File: src/rtl/pipeline_stage_latch_hs.sv
`default_nettype none
// ============================================================================
// Module   : pipeline_stage_latch_hs
// Purpose  : Stage-to-stage pipeline latch for the 64-bit datapath. It carries
//            the dbus, bbus, Dselect, lwSw, branch-control and NOP fields
//            between adjacent stages. It adds a valid/ready handshake with a
//            2-entry skid buffer, so the latch sustains full throughput under
//            back-pressure. It also provides a synchronous flush for branch
//            squash, bubble insertion on empty cycles, and a saturating
//            stall counter.
// Ports    :
//   clk          rising-edge clock
//   reset        asynchronous active-high reset, clears all state
//   in_valid     upstream beat present
//   in_ready     latch can accept a beat this cycle (registered)
//   *_in         beat fields in (dbus, bbus, dselect, lwsw, brctl, nop)
//   flush        synchronous squash of every held beat
//   out_valid    output beat present
//   out_ready    downstream accepts the beat
//   *_out        beat fields out
//   stall_cnt    saturating count of cycles with out_valid & !out_ready
// Revision : 1.0 - initial release
// ============================================================================
module pipeline_stage_latch_hs #(
    parameter int DATA_W = 64,
    parameter int SEL_W  = 32,
    parameter int LS_W   = 2,
    parameter int BR_W   = 3,
    parameter int CNT_W  = 16
) (
    input  logic              clk,
    input  logic              reset,
    // upstream side
    input  logic              in_valid,
    output logic              in_ready,
    input  logic [DATA_W-1:0] dbus_in,
    input  logic [DATA_W-1:0] bbus_in,
    input  logic [SEL_W-1:0]  dselect_in,
    input  logic [LS_W-1:0]   lwsw_in,
    input  logic [BR_W-1:0]   brctl_in,
    input  logic              nop_in,
    // control
    input  logic              flush,
    // downstream side
    output logic              out_valid,
    input  logic              out_ready,
    output logic [DATA_W-1:0] dbus_out,
    output logic [DATA_W-1:0] bbus_out,
    output logic [SEL_W-1:0]  dselect_out,
    output logic [LS_W-1:0]   lwsw_out,
    output logic [BR_W-1:0]   brctl_out,
    output logic              nop_out,
    output logic [CNT_W-1:0]  stall_cnt
);

    localparam logic [CNT_W-1:0] CNT_MAX = {CNT_W{1'b1}};

    // ------------------------------------------------------------------
    // Main entry (drives the outputs)
    // ------------------------------------------------------------------
    logic              main_valid_q, main_valid_d;
    logic [DATA_W-1:0] main_dbus_q,  main_dbus_d;
    logic [DATA_W-1:0] main_bbus_q,  main_bbus_d;
    logic [SEL_W-1:0]  main_dsel_q,  main_dsel_d;
    logic [LS_W-1:0]   main_lwsw_q,  main_lwsw_d;
    logic [BR_W-1:0]   main_brctl_q, main_brctl_d;
    logic              main_nop_q,   main_nop_d;

    // ------------------------------------------------------------------
    // Skid entry (holds the beat accepted while main is stalled)
    // ------------------------------------------------------------------
    logic              skid_valid_q, skid_valid_d;
    logic [DATA_W-1:0] skid_dbus_q,  skid_dbus_d;
    logic [DATA_W-1:0] skid_bbus_q,  skid_bbus_d;
    logic [SEL_W-1:0]  skid_dsel_q,  skid_dsel_d;
    logic [LS_W-1:0]   skid_lwsw_q,  skid_lwsw_d;
    logic [BR_W-1:0]   skid_brctl_q, skid_brctl_d;
    logic              skid_nop_q,   skid_nop_d;

    logic              in_ready_q,   in_ready_d;
    logic [CNT_W-1:0]  stall_cnt_q,  stall_cnt_d;

    // Handshake terms
    logic w_accept;
    logic w_deliver;
    logic w_main_load;

    assign w_accept    = in_valid & in_ready_q;
    assign w_deliver   = main_valid_q & out_ready;
    // Main may take a new beat when it is empty or its beat leaves this cycle
    assign w_main_load = !main_valid_q | w_deliver;

    // ------------------------------------------------------------------
    // Next-state logic
    // ------------------------------------------------------------------
    always_comb begin
        main_valid_d = main_valid_q;
        main_dbus_d  = main_dbus_q;
        main_bbus_d  = main_bbus_q;
        main_dsel_d  = main_dsel_q;
        main_lwsw_d  = main_lwsw_q;
        main_brctl_d = main_brctl_q;
        main_nop_d   = main_nop_q;

        skid_valid_d = skid_valid_q;
        skid_dbus_d  = skid_dbus_q;
        skid_bbus_d  = skid_bbus_q;
        skid_dsel_d  = skid_dsel_q;
        skid_lwsw_d  = skid_lwsw_q;
        skid_brctl_d = skid_brctl_q;
        skid_nop_d   = skid_nop_q;

        if (flush) begin
            // Squash everything. Data fields hold so the bubble keeps showing
            // the last values. Any beat accepted this cycle is dropped.
            main_valid_d = 1'b0;
            skid_valid_d = 1'b0;
        end else if (w_main_load) begin
            if (skid_valid_q) begin
                // Drain the older skid beat first to keep FIFO order. in_ready
                // is low while skid is full, so no accept can collide here.
                main_valid_d = 1'b1;
                main_dbus_d  = skid_dbus_q;
                main_bbus_d  = skid_bbus_q;
                main_dsel_d  = skid_dsel_q;
                main_lwsw_d  = skid_lwsw_q;
                main_brctl_d = skid_brctl_q;
                main_nop_d   = skid_nop_q;
                skid_valid_d = 1'b0;
            end else if (w_accept) begin
                main_valid_d = 1'b1;
                main_dbus_d  = dbus_in;
                main_bbus_d  = bbus_in;
                main_dsel_d  = dselect_in;
                main_lwsw_d  = lwsw_in;
                main_brctl_d = brctl_in;
                main_nop_d   = nop_in;
            end else begin
                main_valid_d = 1'b0;
            end
        end else if (w_accept) begin
            // Main is full and stalled: park the incoming beat in skid
            skid_valid_d = 1'b1;
            skid_dbus_d  = dbus_in;
            skid_bbus_d  = bbus_in;
            skid_dsel_d  = dselect_in;
            skid_lwsw_d  = lwsw_in;
            skid_brctl_d = brctl_in;
            skid_nop_d   = nop_in;
        end

        // Ready is registered off the next skid state, so there is no
        // combinational path from out_ready back to in_ready.
        in_ready_d = !skid_valid_d;

        stall_cnt_d = stall_cnt_q;
        if (main_valid_q && !out_ready && (stall_cnt_q != CNT_MAX)) begin
            stall_cnt_d = stall_cnt_q + 1'b1;
        end
    end

    // ------------------------------------------------------------------
    // State registers
    // ------------------------------------------------------------------
    always_ff @(posedge clk or posedge reset) begin
        if (reset) begin
            main_valid_q <= 1'b0;
            main_dbus_q  <= '0;
            main_bbus_q  <= '0;
            main_dsel_q  <= '0;
            main_lwsw_q  <= '0;
            main_brctl_q <= '0;
            main_nop_q   <= 1'b0;
            skid_valid_q <= 1'b0;
            skid_dbus_q  <= '0;
            skid_bbus_q  <= '0;
            skid_dsel_q  <= '0;
            skid_lwsw_q  <= '0;
            skid_brctl_q <= '0;
            skid_nop_q   <= 1'b0;
            in_ready_q   <= 1'b1;
            stall_cnt_q  <= '0;
        end else begin
            main_valid_q <= main_valid_d;
            main_dbus_q  <= main_dbus_d;
            main_bbus_q  <= main_bbus_d;
            main_dsel_q  <= main_dsel_d;
            main_lwsw_q  <= main_lwsw_d;
            main_brctl_q <= main_brctl_d;
            main_nop_q   <= main_nop_d;
            skid_valid_q <= skid_valid_d;
            skid_dbus_q  <= skid_dbus_d;
            skid_bbus_q  <= skid_bbus_d;
            skid_dsel_q  <= skid_dsel_d;
            skid_lwsw_q  <= skid_lwsw_d;
            skid_brctl_q <= skid_brctl_d;
            skid_nop_q   <= skid_nop_d;
            in_ready_q   <= in_ready_d;
            stall_cnt_q  <= stall_cnt_d;
        end
    end

    // ------------------------------------------------------------------
    // Outputs. An empty latch presents a bubble: no destination select and
    // the NOP flag set, so nothing downstream writes a register.
    // ------------------------------------------------------------------
    assign in_ready    = in_ready_q;
    assign out_valid   = main_valid_q;
    assign dbus_out    = main_dbus_q;
    assign bbus_out    = main_bbus_q;
    assign dselect_out = main_valid_q ? main_dsel_q : '0;
    assign lwsw_out    = main_lwsw_q;
    assign brctl_out   = main_brctl_q;
    assign nop_out     = main_valid_q ? main_nop_q : 1'b1;
    assign stall_cnt   = stall_cnt_q;

endmodule
`default_nettype wire

File: config.mk
export PLATFORM = sky130hd
export DESIGN_NAME = pipeline_stage_latch_hs
export DESIGN_NICKNAME = d
export VERILOG_FILES = /design/src/rtl/pipeline_stage_latch_hs.sv
export SDC_FILE = /design/constraint.sdc
export NUM_CORES = 1
export LEC_CHECK = 0
export CORE_ASPECT_RATIO = 1.25
export CORE_UTILIZATION = 45
export CTS_CLUSTER_DIAMETER = 60
export DETAILED_ROUTE_END_ITERATION = 12
export PLACE_DENSITY_LB_ADDON = 0.12
export SLEW_MARGIN = 40
export SYNTH_ARGS = -nofsm -noshare
export SYNTH_HDL_FRONTEND = slang
export SYNTH_SLANG_ARGS = --single-unit
File: constraint.sdc
create_clock -name clk -period 12.79 [get_ports clk]
set_clock_uncertainty 0.15 [all_clocks]
set_input_delay 2.558 -clock clk [delete_from_list [all_inputs] [get_ports clk]]
set_output_delay 2.558 -clock clk [all_outputs]
set_load 0.02 [all_outputs]
Word level (Yosys, flattened, before mapping)

Index checks and enable logic that the tools add are counted.

Bitwise gates (word level): 5
Muxes and demuxes: 21
Eq/ne operators: 1
Reduce and logical (&&, ||, !) cells: 9
Add/subtract/negate cells: 1

Operator list:

| operator                                       | number |
|---|---|
| two-way mux 64 bit                             | 4 |
| two-way mux 32 bit                             | 3 |
| adder 16 x 1 -> 16 bit (second input constant) | 1 |
| != test 16 bit (second input constant)         | 1 |
| two-way mux 1 bit                              | 10 |
| two-way mux 3 bit                              | 2 |
| AND reduction 3 bit                            | 2 |
| two-way mux 2 bit                              | 2 |
| nonzero test 2 bit                             | 2 |
| zero test 1 bit                                | 3 |
| bitwise AND 1 bit                              | 2 |
| logical AND 1 bit                              | 2 |
| NOT 1 bit                                      | 2 |
| bitwise OR 1 bit                               | 1 |

Word-level logic and storage cells: 53
Flip-flop bits (word level): 351
Input bits: 171

Logic depth before layout (Yosys ltp)

Gate-level depths: netlist (run 1).

Depth after elaboration: 5
Gate-level depth with buffers: 7
Mapped depth without buffers: 5

Least setup slack after synthesis (run 1)

Ideal clock, no wire load.

Path type: input to register
Start: input port out_ready
End: register skid_bbus_q[20]
Path slack: 8,840 ps
Stages on the path: 5
Setup time: 125 ps
Data arrival time: 3,675 ps
Buffers on the path: 2
Cell sequence: nand2b_2 nor3_4 buf_6 buf_6 mux2_2

Cells in the longest elaborated chain, start to end: 4

Ends and longest elaborated chain:

| what                          | line | text |
|---|---|---|
| start: declaration            | 46   | `input logic out_ready,` |
| bitwise AND 1 bit             | 89   | `assign w_deliver = main_valid_q & out_ready;` |
| bitwise OR 1 bit              | 91   | `assign w_main_load = !main_valid_q \| w_deliver;` |
| NOT 1 bit (no line)           | -    |  |
| AND reduction 3 bit (no line) | -    |  |
| end signal: assignment        | 193  | `skid_bbus_q <= skid_bbus_d;` |
| end: declaration              | 74   | `logic [DATA_W-1:0] skid_bbus_q, skid_bbus_d;` |

Every way passes these cells.
A chain may end at the register's enable or synchronous reset.

Worst setup path in the final report (run 1)

Start: input port out_ready
End: register skid_dbus_q[0]

Cells in the longest elaborated chain, start to end: 4

Ends and longest elaborated chain:

| what                          | line | text |
|---|---|---|
| bitwise AND 1 bit             | 89   |  |
| bitwise OR 1 bit              | 91   |  |
| NOT 1 bit (no line)           | -    |  |
| AND reduction 3 bit (no line) | -    |  |
| end signal: assignment        | 192  | `skid_dbus_q <= skid_dbus_d;` |
| end: declaration              | 73   | `logic [DATA_W-1:0] skid_dbus_q, skid_dbus_d;` |

Every way passes these cells.

==> results of run 1 <==
==> final cells by class <==
| cell class | count | area, um2 | share of cell area, % |
|---|---|---|---|
| sequential | 351 | 8788 | 44.23 |
| multi-input combinational | 759 | 5655 | 28.46 |
| tap | 418 | 523.0 | 2.632 |
| clock inverter | 9 | 70.07 | 0.3526 |
| clock buffer | 55 | 1104 | 5.554 |
| antenna | 1 | 2.502 | 0.01259 |
| timing repair buffer | 370 | 3706 | 18.65 |
| inverter | 2 | 20.02 | 0.1008 |
==> routing by layer <==
| layer | vias up | routed length (um) | GRT usage, % |
|---|---|---|---|
| met3 | 56 | 2726 | 6.542 |
| met4 | 6 | 751 | 6.094 |
| li1 | 4807 | - | - |
| met2 | 250 | 16520 | 32.96 |
| met5 | - | 40 | 0 |
| met1 | 4901 | 14310 | 25.80 |
==> critical path, delay by kind of cell <==
kind	cells	cell delay [ns]
simple gates	2	0.46
buf+inv	3	1.59
mux	1	0.41
==> worst paths after layout <==
check	slack (ns)	end	cells after the start	startpoint
max	7.91	skid_dbus_q[0]	6	out_ready
min	0.33	skid_bbus_q[41]	1	skid_bbus_q[41]
max reg2reg	9.89	bbus_out[63]	6	skid_valid_q
min reg2reg	0.33	skid_bbus_q[41]	1	skid_bbus_q[41]
max in group asynchronous	8.30	main_dsel_q[20]	4	reset
min in group asynchronous	2.37	skid_dbus_q[31]	2	reset
==> flip-flops by register name, indices dropped and copies added (netlist names) <==
name / count
bbus_out: 64
brctl_out: 3
dbus_out: 64
in_ready: 1
lwsw_out: 2
main_dsel_q: 32
main_nop_q: 1
out_valid: 1
skid_bbus_q: 64
skid_brctl_q: 3
skid_dbus_q: 64
skid_dsel_q: 32
skid_lwsw_q: 2
skid_nop_q: 1
skid_valid_q: 1
stall_cnt: 16
==> synth_stat cells, types with 7 or more instances <==
| master | number |
|---|---|
| a21oi_1 | 171 |
| and2_1 | 32 |
| buf_2 | 40 |
| buf_4 | 13 |
| buf_6 | 13 |
| clkbuf_1 | 7 |
| dfrtp_1 | 350 |
| mux2_1 | 70 |
| mux2_2 | 99 |
| mux2i_1 | 166 |
| nor2_1 | 169 |
==> power groups by stage <==
stage | registers (mW) | logic (mW) | clock network [mW]
after floorplan | 1.57 | 0.295 | 0
after detailed placement | 1.49 | 0.704 | 0
after CTS | 1.48 | 0.707 | 1.08
after global placement | 1.48 | 0.689 | 0
after global routing | 1.51 | 0.756 | 1.12
final | 1.47 | 0.695 | 1.04
==> cells by family after synthesis <==
family / after synthesis
compound gates: 175
xor+xnor: 10
fa+ha+maj: 1
buf+inv: 78
flops: 351
mux: 336
simple gates: 237
==> through the flow <==
| step | area (um2) | setup WS [ns] | utilization, % |
|---|---|---|---|
| after floorplan | 14960 | 0.3485 | - |
| after global placement | 18640 | 6.893 | 57.02 |
| after detailed placement | 18690 | 7.337 | 57.18 |
| after CTS | 19860 | 7.886 | 60.77 |
| after global routing | 19870 | 7.705 | 60.79 |
| final | 19870 | 7.912 | 60.79 |
==> summary.txt, run 1 <==
Status
  • Status: completed

Worst setup path
  • Critical-path top delay cell: buf_6
  • Crit-path cells: clkdlybuf4s50_1, nand2b_2, nor3_4, buf_6, buf_6, mux2_2
  • Crit path kind: in -> reg
  • WP data arrival: between 5 and 6 ns
  • Crit Path Max Fanout: 73
  • Crit start category: input pin
  • CP endpoint kind: flop
  • CP dominant cell by count: buf_6
  • Worst stage delay on the critical path: 0.65 ns
  • Critical Path RT: ~13 ns

Clock tree
  • Post-CTS Hold Fix Bufs: 0
  • CTS H-tree lvls: 2
  • Worst skew pair latency: between 0.5 and 0.6 ns
  • # resized after CTS: 0
  • CTS root buf: clkbuf_16
  • CTS Buffer Depth: 3
  • CTS Buf Count: 37
  • Setup bufs post-CTS: 0
  • CTS tree: built
  • # clock sinks: 351
  • Reg clk slew, reported paths: roughly 0.060 ns

Floorplan
  • Die Height: 205.9 um
  • Boundary Pins: ~360
  • Die area: 33990 um2
  • Initial Util: 45.78%
  • Overall die width: between 150 and 200 um
  • Core box area: 32680 um2
  • Row count: 74

Logic synthesis
  • Largest family of logic cells by synthesized area: multiplexers
  • Largest cells by area after synthesis: dfrtp_1 (59%), mux2i_1 (11%), mux2_2 (7.5%)
  • Yosys cell types: 35
  • Register area share after synthesis: a little under 60%
  • Yosys top cell by area: dfrtp_1
  • Fraction of the mapped netlist area in adder cells: less than 1%
  • Fraction of registers with async set/reset: 100.0%
  • Post-Synthesis Cells: about 1200
  • Synth Area in XOR/XNOR: 0.5853%
  • Post-synthesis mux area share: about a quarter
  • Top cell type's share of synthesized area: between 50% and 60%
  • Cell Area, Synth: between 10000 and 15000 um2
  • Top_reg_cell synth: dfrtp_1
  • Post-Synth Simple-Gate Area: 7.250%
  • Flops & latches, synth: 351
  • Mapped Nets: about 1400
  • Syn_area_per_cell: roughly 13 um2
  • Compound-Gate Fraction of Synth Area: 5.954%
  • EDFF count, synth: 0
  • Syn. warnings: 0

Global routing
  • Number of global-route vias before repair: approximately 10000
  • Total track usage: between 20 and 25%
  • Largest net degree at the start of global routing: 111
  • Grt ovf: 0
  • First-pass GRT wire length: between 50000 and 60000 um
  • Initial antenna violation count: 5

Worst hold path
  • HP Class: reg -> reg

STA
  • Relative slew slack: a little under half
  • Min Hold Slack: roughly 0.33 ns
  • Unrepaired setup endpoints after global routing: false
  • Min cycle time layout: 4.878 ns
  • Final Hold Viols: 0
  • F_max: approximately 200 MHz
  • Final setup vio count: 0
  • Slew @ Worst Pin: 0.8049 ns
  • Fin crit share: approximately two fifths
  • Fin. max-slew vios: 0
  • Setup TNS: 0 ns

Routing
  • DRT iter0 DRCs: roughly 440
  • DRC: 0
  • Post-Route WL: around 34000 um
  • Detailed Routing Iterations Pass 1: 4
  • Via Count: between 10000 and 15000
  • DR vias/cell: about 5
  • Final ANT Viol Nets: 0
  • Wire per inst: between 15 and 20 um

Finish
  • Share of cells above drive strength 1: a little under an eighth
  • Area delta synth->final: 32.79%
  • Cell Count, Final, Fillers Out: 1965
  • Number of fill cells: between 2000 and 3000
  • Fin nets: roughly 1700
  • Commonest cells after routing, fill and taps aside: clkdlybuf4s50_1 (354), dfrtp_1 (349), a21oi_1 (171), nor2_1 (169), mux2i_1 (166)
  • Commonest non-fill, non-tap cell in the layout: clkdlybuf4s50_1

Pwr
  • Total power: between 3 and 4 mW
  • Clk network pwr share: around a third
  • Gate power share: 21.6%
  • Switching Share: between 20 and 30%
  • Pint: roughly 2.3 mW
  • Max VDD drop: about 0.13 mV
  • Sequential share of power: 45.9%
  • PwrDens: approximately 160 nW/um2
  • Sw power: around 0.88 mW
  • Lkg Pwr: about 8.0 nW

Placement
  • # placed instances: 1900
  • Input/output buffers: 354
  • HPWL Detailed: roughly 22000 um
  • Placer Congestion: approximately 0.75

Run
  • Max_cap viols: 0
No activity file was read; power rests on OpenSTA's default activity.
==> inputs of run 2 (changes only) <==
--- a/config.mk
+++ b/config.mk
@@ -6,7 +6,7 @@
 export NUM_CORES = 1
 export LEC_CHECK = 0
 export CORE_ASPECT_RATIO = 1.25
-export CORE_UTILIZATION = 45
+export CORE_UTILIZATION = 50
 export CTS_CLUSTER_DIAMETER = 60
 export DETAILED_ROUTE_END_ITERATION = 12
 export PLACE_DENSITY_LB_ADDON = 0.12
==> constraint.sdc (replaced) <==
create_clock -name clk -period 5 [get_ports clk]
set_clock_uncertainty 0.15 [all_clocks]
set_input_delay 1 -clock clk [delete_from_list [all_inputs] [get_ports clk]]
set_output_delay 1 -clock clk [all_outputs]
set_load 0.02 [all_outputs]
==> run 2 against run 1 <==
Against the previous run: via count is 1.4% higher; cell area rose by 0.54%; register-to-register slack worse by 7.4 ns; clock power grew 150%; first-iteration DRC count rose by 7.7%; worst setup slack got worse by 6.1 ns; combinational power grew to 2.6 times the previous value; critical path depth is 3 lower; sequential share of layout area shrank 0.24 points; critical endpoint is now dselect_out[31].
==> summary.txt, run 2 (same netlist as run 1, synthesis figures left out) <==
Routing
  • Via Count: 10160 (+1.4%)
  • Detailed Routing Iterations Pass 1: 4 (unchanged)
  • DR vias/cell: 5.209 (+2.1%)
  • DRC: 0 (unchanged)
  • Post-Route WL: 33900 um (-1.3%)
  • DRT iter0 DRCs: 475 (+7.7%)
  • Final ANT Viol Nets: 0 (unchanged)
  • Wire per inst: 17.39 um (-0.54%)

STA
  • Setup ws final: 1.784 ns (-6.128 ns)
  • Fin crit share: 64.33%
  • Slew @ Worst Pin: 0.6788 ns (-0.1261 ns)
  • Relative slew slack: 54.75% (+8.4 points)
  • Final setup vio count: 0 (unchanged)
  • F_max: 310.9 MHz
  • Fin. max-slew vios: 0 (unchanged)
  • Min Hold Slack: 0.3348 ns (+0.0004850 ns)
  • Final Hold Viols: 0 (unchanged)
  • Min cycle time layout: between 3 and 4 ns
  • Unrepaired setup endpoints after global routing: false

Pwr
  • Pint: 5.916 mW (+150%)
  • Sw power: 2.248 mW (+150%)
  • Max VDD drop: 0.2946 mV (+120%)
  • Gate power share: 22.1% (+0.5 points)
  • Switching Share: 27.54% (+0.083 points)
  • Sequential share of power: 46.3% (+0.4 points)
  • Clk network pwr share: 31.6% (-0.9 points)
  • PwrDens: 408.7 nW/um2 (+150%)
  • Lkg Pwr: 8.054 nW (+0.40%)

Worst setup path
  • Reg-to-reg endpoint: dbus_out[60]
  • Critical Path RT: 3.85 ns (-9.18 ns)
  • Crit Path Max Fanout: 36 (-51%)
  • Crit-path cells: buf_4, and2_1, clkdlybuf4s50_1
  • Crit path kind: reg -> out
  • CP endpoint kind: output port
  • Launch point of the worst reg-to-reg path: out_valid
  • FF-to-FF path depth: 7 (+1)
  • R2R setup slack: 2.46 ns (-7.43 ns)
  • Critical Path End: dselect_out[31]
  • Worst stage delay on the critical path: 0.66 ns (about the same)
  • Crit start category: flop
  • Critical-path top delay cell: clkdlybuf4s50_1
  • CP Launch Point: out_valid
  • WP data arrival: 2.07 ns (-3.05 ns)

Floorplan
  • Row count: 70 (-5.4%)
  • Die Height: 195.4 um (-5.1%)
  • Overall die width: 156.7 um (-5.1%)
  • Boundary Pins: 355 (unchanged)
  • Initial Util: 51.00% (+5.2 points)
  • Die area: 30630 um2 (-9.9%)
  • Core box area: 29340 um2 (-10%)

Finish
  • Fin nets: 1697 (+0.24%)
  • Share of cells above drive strength 1: 11.68% (-0.023 points)
  • Commonest cells after routing, fill and taps aside: clkdlybuf4s50_1 (354), dfrtp_1 (349), a21oi_1 (171), nor2_1 (169), mux2i_1 (166)
  • Design area: 19980 um2 (+0.54%)
  • Area delta synth->final: 33.51%
  • Commonest non-fill, non-tap cell in the layout: clkdlybuf4s50_1

Clock tree
  • Worst skew pair latency: 0.50 ns (-0.02 ns)
  • CTS Buffer Depth: 3 (unchanged)
  • CTS root buf: clkbuf_16
  • CTS Buf Count: 36 (-2.7%)
  • Post-CTS Hold Fix Bufs: 0 (unchanged)
  • Setup bufs post-CTS: 0 (unchanged)
  • # resized after CTS: 0 (unchanged)
  • CTS H-tree lvls: 2 (unchanged)
  • # clock sinks: 351 (unchanged)
  • CTS tree: built
  • Reg clk slew, reported paths: 0.06 ns (about the same)

Global routing
  • First-pass GRT wire length: 54030 um (-0.41%)
  • Initial antenna violation count: 6 (+1)
  • Total track usage: 22.38% (+2.0 points)
  • Number of global-route vias before repair: 10390 (+3.1%)
  • Grt ovf: 0 (unchanged)
  • Largest net degree at the start of global routing: 191 (+72%)

Run
  • Max_cap viols: 0 (unchanged)

Placement
  • Input/output buffers: 354 (unchanged)
  • Pre-CTS setup slack: 1.704 ns (-5.633 ns)
  • HPWL Detailed: 22510 um (+0.49%)
  • Placer Congestion: 0.8058 (+7.4%)
  • Cell Area, Placed: 18810 um2 (+0.65%)

Worst hold path
  • Min-delay src: skid_bbus_q[41]
  • HP Class: reg -> reg

Status
  • Status: completed
## run 2: how the worst min path moves through the flow
stage          cells after the start               to
2_1_floorplan                      1   skid_bbus_q[0]
5_1_grt                            1  skid_dbus_q[14]
3_5_place_dp                       1  skid_bbus_q[18]
3_3_place_gp                       1  skid_dbus_q[44]
4_1_cts                            1   skid_bbus_q[9]
6_report                           1  skid_bbus_q[41]
## run 2: power groups by stage
stage / clock network [mW] / registers, mW / logic, mW
6_report: 2.58 / 3.78 / 1.80
5_1_grt: 2.75 / 3.86 / 1.96
3_5_place_dp: 0 / 3.83 / 1.81
4_1_cts: 2.64 / 3.79 / 1.82
2_1_floorplan: 0 / 4.02 / 0.756
3_3_place_gp: 0 / 3.81 / 1.76
## run 2: stage by stage
step | util [%] | TNS [ns] | std cells | power, mW
after floorplan | - | -297.35 | 1188 | 4.776
after global placement | 63.89 | 0 | 1879 | 5.567
after detailed placement | 64.11 | 0 | 1882 | 5.642
final | 68.09 | 0 | 1950 | 8.164
after CTS | 67.95 | 0 | 1944 | 8.248
after global routing | 68.08 | 0 | 1949 | 8.571
## run 2: critical path: cells and delay by family, from the launching register on
family | cells | cell delay [ns]
buffers and inverters | 2 | 1.01
flip-flops | 1 | 0.33
AND/OR/NAND/NOR | 1 | 0.20
## run 2: layout make-up
class | count | area, um2
fillers | 2220 | 9364
flip-flops and latches | 351 | 8788
multi-input cells | 759 | 5655
repair buffers | 375 | 3886
clock buffers | 54 | 1060
well taps | 396 | 495.5
clock inverters | 8 | 67.56
diodes | 5 | 12.51
inverters | 2 | 11.26
## run 2: routing by layer
| layer | up-vias | track usage (%) | part of all wire (%) |
|---|---|---|---|
| met2 | 286 | 36.92 | 49 |
| met3 | 63 | 7.146 | 7.7 |
| met5 | - | 0 | 0.035 |
| met4 | 2 | 8.715 | 2.8 |
| met1 | 5004 | 27.10 | 40 |
| li1 | 4802 | - | - |
==> inputs of run 3 (changes only) <==
==> constraint.sdc (replaced) <==
create_clock -name clk -period 3.32 [get_ports clk]
set_clock_uncertainty 0.15 [all_clocks]
set_input_delay 0.664 -clock clk [delete_from_list [all_inputs] [get_ports clk]]
set_output_delay 0.664 -clock clk [all_outputs]
set_load 0.02 [all_outputs]
==> run 3 against run 2 <==
Against the previous run: hold slack worse by 0.0030 ns; combinational power up 49%; largest cell class unchanged; count of clock-buffer cells in the layout down 3; core utilization up 0.072 points; die area unchanged; cell count about the same; cell area up 0.11%.
==> summary.txt, run 3 (same netlist as run 1, synthesis figures left out) <==
Routing
  • M1 WL: 13410 um (-1.6%)
  • Wire per inst: 17.16 um (-1.3%)
  • DR vias/cell: 5.205 (about the same)
  • Final ANT Viol Nets: 0 (unchanged)
  • Detailed Routing Iterations Pass 1: 4 (unchanged)
  • Post-Route WL: 33450 um (-1.3%)
  • Via Count: 10140 (-0.13%)
  • DRC: 0 (unchanged)
  • Top sig layer: met4
  • DRT iter0 DRCs: 524 (+10%)
  • Met2 wire len: 16420 um (-1.8%)
  • Met3 routed WL: 2877 um (+10%)

Finish
  • Fin nets: 1697 (unchanged)
  • Design area: 20000 um2 (+0.11%)
  • Share of cells above drive strength 1: 12.01% (+0.32 points)
  • Area delta synth->final: 33.65%
  • Commonest non-fill, non-tap cell in the layout: clkdlybuf4s50_1
  • Commonest cells after routing, fill and taps aside: clkdlybuf4s50_1 (354), dfrtp_1 (349), a21oi_1 (171), nor2_1 (169), mux2i_1 (166)
  • Cell Count, Final, Fillers Out: 1949 (-0.051%)

STA
  • Setup TNS: 0 ns (unchanged)
  • Unrepaired setup endpoints after global routing: false
  • Relative slew slack: 52.79% (-2.0 points)
  • Fin. max-slew vios: 0 (unchanged)
  • Fin crit share: 85.11%
  • Min Hold Slack: 0.3318 ns (-0.003039 ns)
  • Slew @ Worst Pin: 0.7082 ns (+0.02944 ns)
  • F_max: between 300 and 400 MHz
  • Final setup vio count: 0 (unchanged)
  • Final Hold Viols: 0 (unchanged)
  • Min cycle time layout: around 2.8 ns

Clock tree
  • # clock sinks: 351 (unchanged)
  • Setup bufs post-CTS: 0 (unchanged)
  • Worst skew pair latency: 0.50 ns (about the same)
  • # resized after CTS: 0 (unchanged)
  • CTS root buf: clkbuf_16
  • Post-CTS Hold Fix Bufs: 0 (unchanged)
  • CTS H-tree lvls: 2 (unchanged)
  • Reg clk slew, reported paths: 0.06 ns (about the same)
  • CTS Buffer Depth: 3 (unchanged)
  • CTS tree: built
  • CTS Buf Count: 37 (+2.8%)

Worst setup path
  • Crit path kind: reg -> out
  • Crit start category: flop
  • WP data arrival: 2.01 ns (-0.06 ns)
  • Crit Path Max Fanout: 36 (unchanged)
  • Critical Path RT: 2.51 ns (-1.34 ns)
  • CP endpoint kind: output port

Worst hold path
  • HP Class: in -> async

Floorplan
  • Die Height: 195.4 um (unchanged)
  • Row count: 70 (unchanged)
  • Die area: 30630 um2 (unchanged)
  • Initial Util: 51.00% (unchanged)
  • Overall die width: 156.7 um (unchanged)
  • Core box area: 29340 um2 (unchanged)
  • Boundary Pins: 355 (unchanged)

Pwr
  • Pint: 9.174 mW (+55%)
  • Max VDD drop: 0.5080 mV (+72%)
  • Lkg Pwr: 8.077 nW (+0.29%)
  • Switching Share: 26.90% (-0.64 points)
  • Sw power: 3.376 mW (+50%)
  • Gate power share: 21.4% (-0.7 points)
  • Sequential share of power: 45.3% (-1.0 points)
  • PwrDens: 627.6 nW/um2 (+54%)
  • Clk network pwr share: 33.3% (+1.7 points)
  • Total power: 12.55 mW (+54%)

Placement
  • Placer Congestion: 0.8268 (+2.6%)
  • Cell Area, Placed: 18760 um2 (-0.28%)
  • HPWL Detailed: 22000 um (-2.3%)
  • # placed instances: 1882 (unchanged)
  • Input/output buffers: 354 (unchanged)

Global routing
  • Initial antenna violation count: 4 (-2)
  • Largest net degree at the start of global routing: 159 (-17%)
  • Number of global-route vias before repair: 10440 (+0.55%)
  • Total track usage: 22.39% (about the same)
  • Grt ovf: 0 (unchanged)
  • First-pass GRT wire length: 54270 um (+0.45%)

Status
  • Status: completed

Run
  • Max_cap viols: 0 (unchanged)
## run 3: cell types whose count changed in the layout (fill, tap and decap cells not counted), sizes merged
cell    before  now
bufinv       1    4
buf         21   20
clkbuf      54   51
diode        5    4
clkinv       6    7
## run 3: stage by stage
stage               util (%)  worst slack (ns)
floorplan                  -            -2.194
global placement       63.93            0.5063
detailed placement     63.93            0.4881
CTS                    68.12            0.4339
global route           68.16            0.3966
finish                 68.16            0.4944
## run 3: power by group through the flow
stage / registers (mW) / logic (mW) / clock network, mW
3_5_place_dp: 5.76 / 2.72 / 0
2_1_floorplan: 6.05 / 1.14 / 0
3_3_place_gp: 5.72 / 2.65 / 0
6_report: 5.69 / 2.69 / 4.18
4_1_cts: 5.69 / 2.73 / 4.29
5_1_grt: 5.80 / 2.92 / 4.44
## run 3: worst max-delay path, stage by stage, from the launching register on
cell and delay [ns]:
dfrtp_1 0.32, buf_4 0.34, and2_1 0.18, clkdlybuf4s50_1 0.66
## run 3: final timing paths
check,start,to,slack [ns],cells past startpoint
max,out_valid,dselect_out[8],0.49,3
min,reset,skid_dbus_q[36],0.33,2
max reg2reg,out_valid,skid_dbus_q[61],0.96,5
min reg2reg,skid_bbus_q[25],skid_bbus_q[25],0.33,1
max in group asynchronous,reset,skid_dsel_q[12],1.80,4
min in group clk,skid_bbus_q[25],skid_bbus_q[25],0.33,1
## run 3: routing by layer
layer / vias to the layer above / GRT usage, %
met1: 5018 / 27.27
li1: 4814 / -
met5: - / 0
met2: 265 / 36.86
met3: 47 / 7.989
met4: 0 / 7.190
## run 3: cell type report
type | count | area (um2)
Clock inverter | 12 | 162.7
Tap cell | 396 | 495.5
Antenna cell | 4 | 10.01
Inverter | 2 | 11.26
Multi-Input combinational cell | 759 | 5655
Sequential cell | 351 | 8788
Fill cell | 2242 | 9343
Clock buffer | 51 | 1069
Timing Repair Buffer | 374 | 3806
